File: src/rtl/multichannel_sample_fifo.sv
`default_nettype none
// ============================================================================
// Module   : multichannel_sample_fifo
// Purpose  : Multi-channel audio sample FIFO between the I2S receiver and the
//            S/PDIF transmitter. One entry holds CHANNELS samples of WORDSIZE
//            bits. Provides level, watermarks and sticky overflow/underflow
//            flags. Read data is either registered or first-word-fall-through.
// Revision : 1.0 - initial release
// ============================================================================
module multichannel_sample_fifo #(
  parameter int WORDSIZE  = 32,
  parameter int CHANNELS  = 2,
  parameter int DEPTH     = 16,
  parameter int AF_THRESH = 12,
  parameter int AE_THRESH = 4,
  parameter int FWFT      = 0
) (
  input  logic                             pin_i2s_fclk,
  input  logic                             rst,
  input  logic                             write_en,
  input  logic [CHANNELS*WORDSIZE-1:0]     data_in,
  input  logic                             read_en,
  output logic [CHANNELS*WORDSIZE-1:0]     data_out,
  input  logic                             clear_flags,
  output logic [$clog2(DEPTH):0]           level,
  output logic                             full,
  output logic                             empty,
  output logic                             almost_full,
  output logic                             almost_empty,
  output logic                             overflow,
  output logic                             underflow
);

  localparam int AW = $clog2(DEPTH);
  localparam int PW = AW + 1;
  localparam int DW = CHANNELS * WORDSIZE;

  localparam logic [PW-1:0] c_af_thresh = PW'(AF_THRESH);
  localparam logic [PW-1:0] c_ae_thresh = PW'(AE_THRESH);
  localparam logic [PW-1:0] c_ptr_one   = PW'(1);

  // Pointers carry one extra wrap bit so full and empty are distinguishable
  // when the addresses coincide.
  logic [PW-1:0] r_wr_ptr;
  logic [PW-1:0] r_rd_ptr;
  logic [DW-1:0] r_mem [DEPTH];
  logic          r_overflow;
  logic          r_underflow;

  logic [AW-1:0] w_wr_addr;
  logic [AW-1:0] w_rd_addr;
  logic          w_full;
  logic          w_empty;
  logic          w_rd_ok;
  logic          w_wr_ok;
  logic          w_ovf_set;
  logic          w_udf_set;
  logic [PW-1:0] w_level;

  assign w_wr_addr = r_wr_ptr[AW-1:0];
  assign w_rd_addr = r_rd_ptr[AW-1:0];
  assign w_empty   = (r_wr_ptr == r_rd_ptr);
  assign w_full    = (w_wr_addr == w_rd_addr) && (r_wr_ptr[AW] != r_rd_ptr[AW]);

  // A write into a full FIFO is still taken when a read frees a slot in the
  // same frame; a read on an empty FIFO is never taken, even with a write.
  assign w_rd_ok   = read_en & ~w_empty;
  assign w_wr_ok   = write_en & (~w_full | w_rd_ok);
  assign w_ovf_set = write_en & w_full & ~w_rd_ok;
  assign w_udf_set = read_en & w_empty;

  // Pointer difference modulo 2*DEPTH is the occupancy, 0..DEPTH.
  assign w_level = r_wr_ptr - r_rd_ptr;

  assign level        = w_level;
  assign full         = w_full;
  assign empty        = w_empty;
  assign almost_full  = (w_level >= c_af_thresh);
  assign almost_empty = (w_level <= c_ae_thresh);
  assign overflow     = r_overflow;
  assign underflow    = r_underflow;

  // Advance read/write pointers on accepted transfers.
  always_ff @(posedge pin_i2s_fclk) begin
    if (rst) begin
      r_wr_ptr <= '0;
      r_rd_ptr <= '0;
    end else begin
      if (w_wr_ok) r_wr_ptr <= r_wr_ptr + c_ptr_one;
      if (w_rd_ok) r_rd_ptr <= r_rd_ptr + c_ptr_one;
    end
  end

  // Sample storage; contents need no reset since pointers gate visibility.
  always_ff @(posedge pin_i2s_fclk) begin
    if (!rst && w_wr_ok) r_mem[w_wr_addr] <= data_in;
  end

  // Sticky error flags; a new error in the clearing frame keeps the flag set.
  always_ff @(posedge pin_i2s_fclk) begin
    if (rst) begin
      r_overflow  <= 1'b0;
      r_underflow <= 1'b0;
    end else begin
      if (w_ovf_set)        r_overflow  <= 1'b1;
      else if (clear_flags) r_overflow  <= 1'b0;
      if (w_udf_set)        r_underflow <= 1'b1;
      else if (clear_flags) r_underflow <= 1'b0;
    end
  end

  generate
    if (FWFT != 0) begin : g_fwft
      // Head entry is visible combinationally; zero while nothing is stored.
      always_comb begin
        data_out = '0;
        if (!w_empty) data_out = r_mem[w_rd_addr];
      end
    end else begin : g_registered
      logic [DW-1:0] r_dout;

      // Head entry is captured on an accepted read and held otherwise.
      always_ff @(posedge pin_i2s_fclk) begin
        if (rst)          r_dout <= '0;
        else if (w_rd_ok) r_dout <= r_mem[w_rd_addr];
      end

      assign data_out = r_dout;
    end
  endgenerate

endmodule
`default_nettype wire
File: config.mk
export PLATFORM = sky130hd
export DESIGN_NAME = multichannel_sample_fifo
export DESIGN_NICKNAME = d
export VERILOG_FILES = /design/src/rtl/multichannel_sample_fifo.sv
export SDC_FILE = /design/constraint.sdc
export NUM_CORES = 1
export LEC_CHECK = 0
export ABC_AREA = 1
export CORE_MARGIN = 10
export CORE_UTILIZATION = 47
export CTS_CLUSTER_DIAMETER = 40
export DETAILED_ROUTE_END_ITERATION = 7
export GPL_TIMING_DRIVEN = 0
export PLACE_DENSITY = 0.61
export REMOVE_ABC_BUFFERS = 1
export SLEW_MARGIN = 20
export SYNTH_ARGS = -nofsm -noshare
export SYNTH_HDL_FRONTEND = slang
export SYNTH_SLANG_ARGS = --single-unit
File: constraint.sdc
create_clock -name pin_i2s_fclk -period 9.3 [get_ports pin_i2s_fclk]
set_input_delay 0.93 -clock pin_i2s_fclk [delete_from_list [all_inputs] [get_ports pin_i2s_fclk]]
set_output_delay 0.93 -clock pin_i2s_fclk [all_outputs]
set_load 0.005 [all_outputs]
==> results of run 1 <==
## cell type report
class                      instances  area [um^2]
timing repair buffer             237         3730
fill                            7686        41500
inverter                         664         2540
sequential                      1100        32300
clock buffer                     176         3840
multi-input combinational       2281        10100
antenna                            5         12.5
tap                             1276         1600
clock inverter                    83         1080
## sequential cells by signal (all words and copies together), names as in the netlist
| signal | cells |
|---|---|
| overflow | 1 |
| r_wr_ptr | 5 |
| underflow | 1 |
| r_mem | 1024 |
| data_out | 64 |
| r_rd_ptr | 5 |
## critical path, cell delays in order, from the launching register on
cell and delay, ns:
dfxtp_4 0.58, buf_16 0.29, buf_12 0.25, inv_6 0.20, buf_16 0.29, ha_1 0.42, nand2_1 0.09, o21ai_0 0.24
xnor2_1 0.20, nand2_1 0.08, nor2_1 0.09, clkdlybuf4s50_1 0.51
## logic make-up (layout without fill, tap and decap cells)
kind of cell / after synthesis / in the layout / synth area share
xor+xnor: 8 / 8 / 0.00153
simple gates: 2051 / 2051 / 0.188
compound gates: 212 / 212 / 0.0249
flops: 1100 / 1100 / 0.704
fa+ha+maj: 10 / 10 / 0.00289
other cells: 0 / 5 / 0
buf+inv: 890 / 1160 / 0.0787
## final timing paths
check / start / end / slack (ns) / depth (start not counted)
max reg2reg: r_rd_ptr[2] / r_mem[10][43] / 4.63 / 15
min reg2reg: underflow / underflow / 0.47 / 2
min: underflow / underflow / 0.47 / 2
max: r_rd_ptr[2] / almost_empty / 4.32 / 11
## placed cells by master, fill, tap and decap left out, types with 23 or more instances in the layout
| master | netlist | final |
|---|---|---|
| nand2_1 | 1245 | 1244 |
| edfxtp_1 | 1024 | 1024 |
| nand3_1 | 712 | 712 |
| inv_1 | 660 | 656 |
| clkbuf_16 | 0 | 147 |
| clkdlybuf4s50_1 | 0 | 143 |
| a21oi_1 | 120 | 120 |
| nor2_1 | 89 | 73 |
| dfxtp_1 | 76 | 73 |
| buf_16 | 0 | 56 |
| o21ai_0 | 49 | 49 |
| buf_12 | 0 | 38 |
| clkbuf_1 | 62 | 24 |
| bufinv_16 | 0 | 23 |
## metal layers
metal  global-route usage  wire length (um)  vias up
li1                     -                 -    14400
met1                0.258             47600    14500
met2                0.352             57100      944
met3               0.0394              7400      219
met4               0.0662              2820       12
met5                    0                69        -
## metrics by stage
step	cells	utilization
2_1_floorplan	4045	-
3_3_place_gp	5464	0.494
3_5_place_dp	5558	0.519
4_1_cts	5817	0.570
5_1_grt	5821	0.570
6_report	5822	0.570
## power by group through the flow
stage	sequential (W)	combinational, W	clock, W
floorplan	0.00576	0.000968	0
global route	0.00560	0.00170	0.00593
CTS	0.00559	0.00154	0.00570
global placement	0.00589	0.00161	0
finish	0.00559	0.00152	0.00563
detailed placement	0.00569	0.00153	0
==> summary.txt, run 1 <==
Run status
  – Outcome: completed

Clock tree
  – CTS HTree Levels: 4
  – CTS hold repair buffers: 0
  – Setup Buffers After CTS: 0
  – Clock latency on the worst-skew pair: 0.73 ns
  – Clk pin slew, worst setup/hold paths: 0.06 ns
  – Post-cts sizing count: 0
  – Cts bufs inserted: 141
  – CTS Buffer Depth: 3
  – Sink Count: 1100
  – CTS root buf: clkbuf_16
  – CTS tree: built

Synth
  – Post-synth top cells: nand2_1, edfxtp_1, nand3_1, inv_1, buf_2
  – Synth warn: 0
  – Gate Count Post-Synth: between 4k and 5k
  – Distinct cells, synth: 25
  – Post-synth EDFFs: 1024
  – Async S/R FF share, synth: 0
  – Main flop type after synthesis: edfxtp_1
  – Most frequent cell after synthesis: nand2_1
  – Ranking of synthesized cells by area: edfxtp_1, nand2_1, nand3_1
  – Syn Std Cell Area: 45800 um^2
  – Synth top area share: 0.671
  – Seq/Total Area, Yosys: 0.704
  – Post-synth top area cell: edfxtp_1
  – Mean Syn Cell Area: about 11 um^2
  – Flops & latches, synth: 1100

Drt
  – Drt first pass iters: 8
  – Final wirelength: 115000 um
  – Iteration-0 DRC Markers: around 2.4k
  – Detail Route Antenna Nets: 0
  – Via count: 30.1k
  – # DRC: 0
  – Wire length per cell: between 15 and 20 um
  – Vias per inst: about 5.2

Cells and area
  – Final Cell Area: 55200 um^2
  – Nets: 4504
  – Area Overhead vs Synth: 20.4%
  – Share of cells above drive strength 1: 0.0819

Die
  – Die height: 332 um
  – Core ar.: 96700 um^2
  – Site row count: 114
  – Starting Density: 0.474
  – Die ar.: ~110000 um^2
  – Die Span X: 332 um
  – I/O pin total: 144

Critical path
  – Arrival @ worst endpoint: a little over 4 ns
  – Max FO, Critical Path: 37
  – Kind of end point of the critical path: output pin
  – Critical path data required time: 8.37 ns
  – Setup CP Type: reg2out
  – Crit start category: register

Place
  – Pre-CTS setup slack: 4.68 ns
  – Port bufs: 143
  – Detailed placement HPWL: between 60000 and 70000 um
  – DP Area: 50200 um^2
  – Gpl congestion: roughly 0.71

Power and ir drop
  – Combinational power share: 0.119
  – Power Density: 231 nW/um^2
  – Share of total power in the clock network: 0.442
  – Internal power: between 0.009 and 0.01 W
  – P_sw: 0.00312 W
  – Final Power: 0.0127 W
  – Leak pwr: 22.2 nW
  – Max VDD drop: 0.210 mV
  – Sw Share: 0.245
  – Sequential fraction of design power: 0.439

Timing
  – Worst slew pin tran: 1.04 ns
  – Layout Skew: between 0.02 and 0.025 ns
  – Worst slew margin: 0.308
  – Final worst setup slack: 4.32 ns
  – Count of final setup violators: 0
  – Slew Limit Fails: 0
  – RSZ-0062 raised after global routing: no
  – Tcrit/Tclk final: 0.536
  – Crit path time final: 4.98 ns
  – F_max: 201 MHz
  – Final Hold Fails: 0
  – Setup TNS Final: 0 ns
  – Hold Slack: between 0.4 and 0.5 ns

Hold path
  – Hold Crit Class: reg2reg

Global route
  – Initial antenna violation count: 12
  – Number of global-route vias before repair: 29.1k
  – Congestion Overflow GR: 0
  – Global router's overall resource usage: 0.205
  – Largest net degree at the start of global routing: between 150 and 200
  – First-pass GRT wire length: ~170000 um

Run
  – Number of max-cap violations: 0
Power figures use the tool's default switching activity.
==> inputs of run 2 (changes only) <==
- clock period: 9.3 -> 5.2 ns (I/O delays scaled with it)
==> results of run 2 <==
The final DEF is identical to that of run 1. Status: completed.
Among the figures that moved: setup slack after placement 4.68 ns -> 0.580 ns; setup slack after layout 4.32 ns -> 0.527 ns; hold slack 0.467 ns -> 0.462 ns; end point of the critical path almost_empty -> r_mem[10][43]; register-to-register setup slack 4.63 ns -> 0.53 ns; end point of the worst hold path underflow -> overflow; total power 0.0127 W -> 0.0228 W; worst IR drop on VDD 0.210 mV -> 0.376 mV
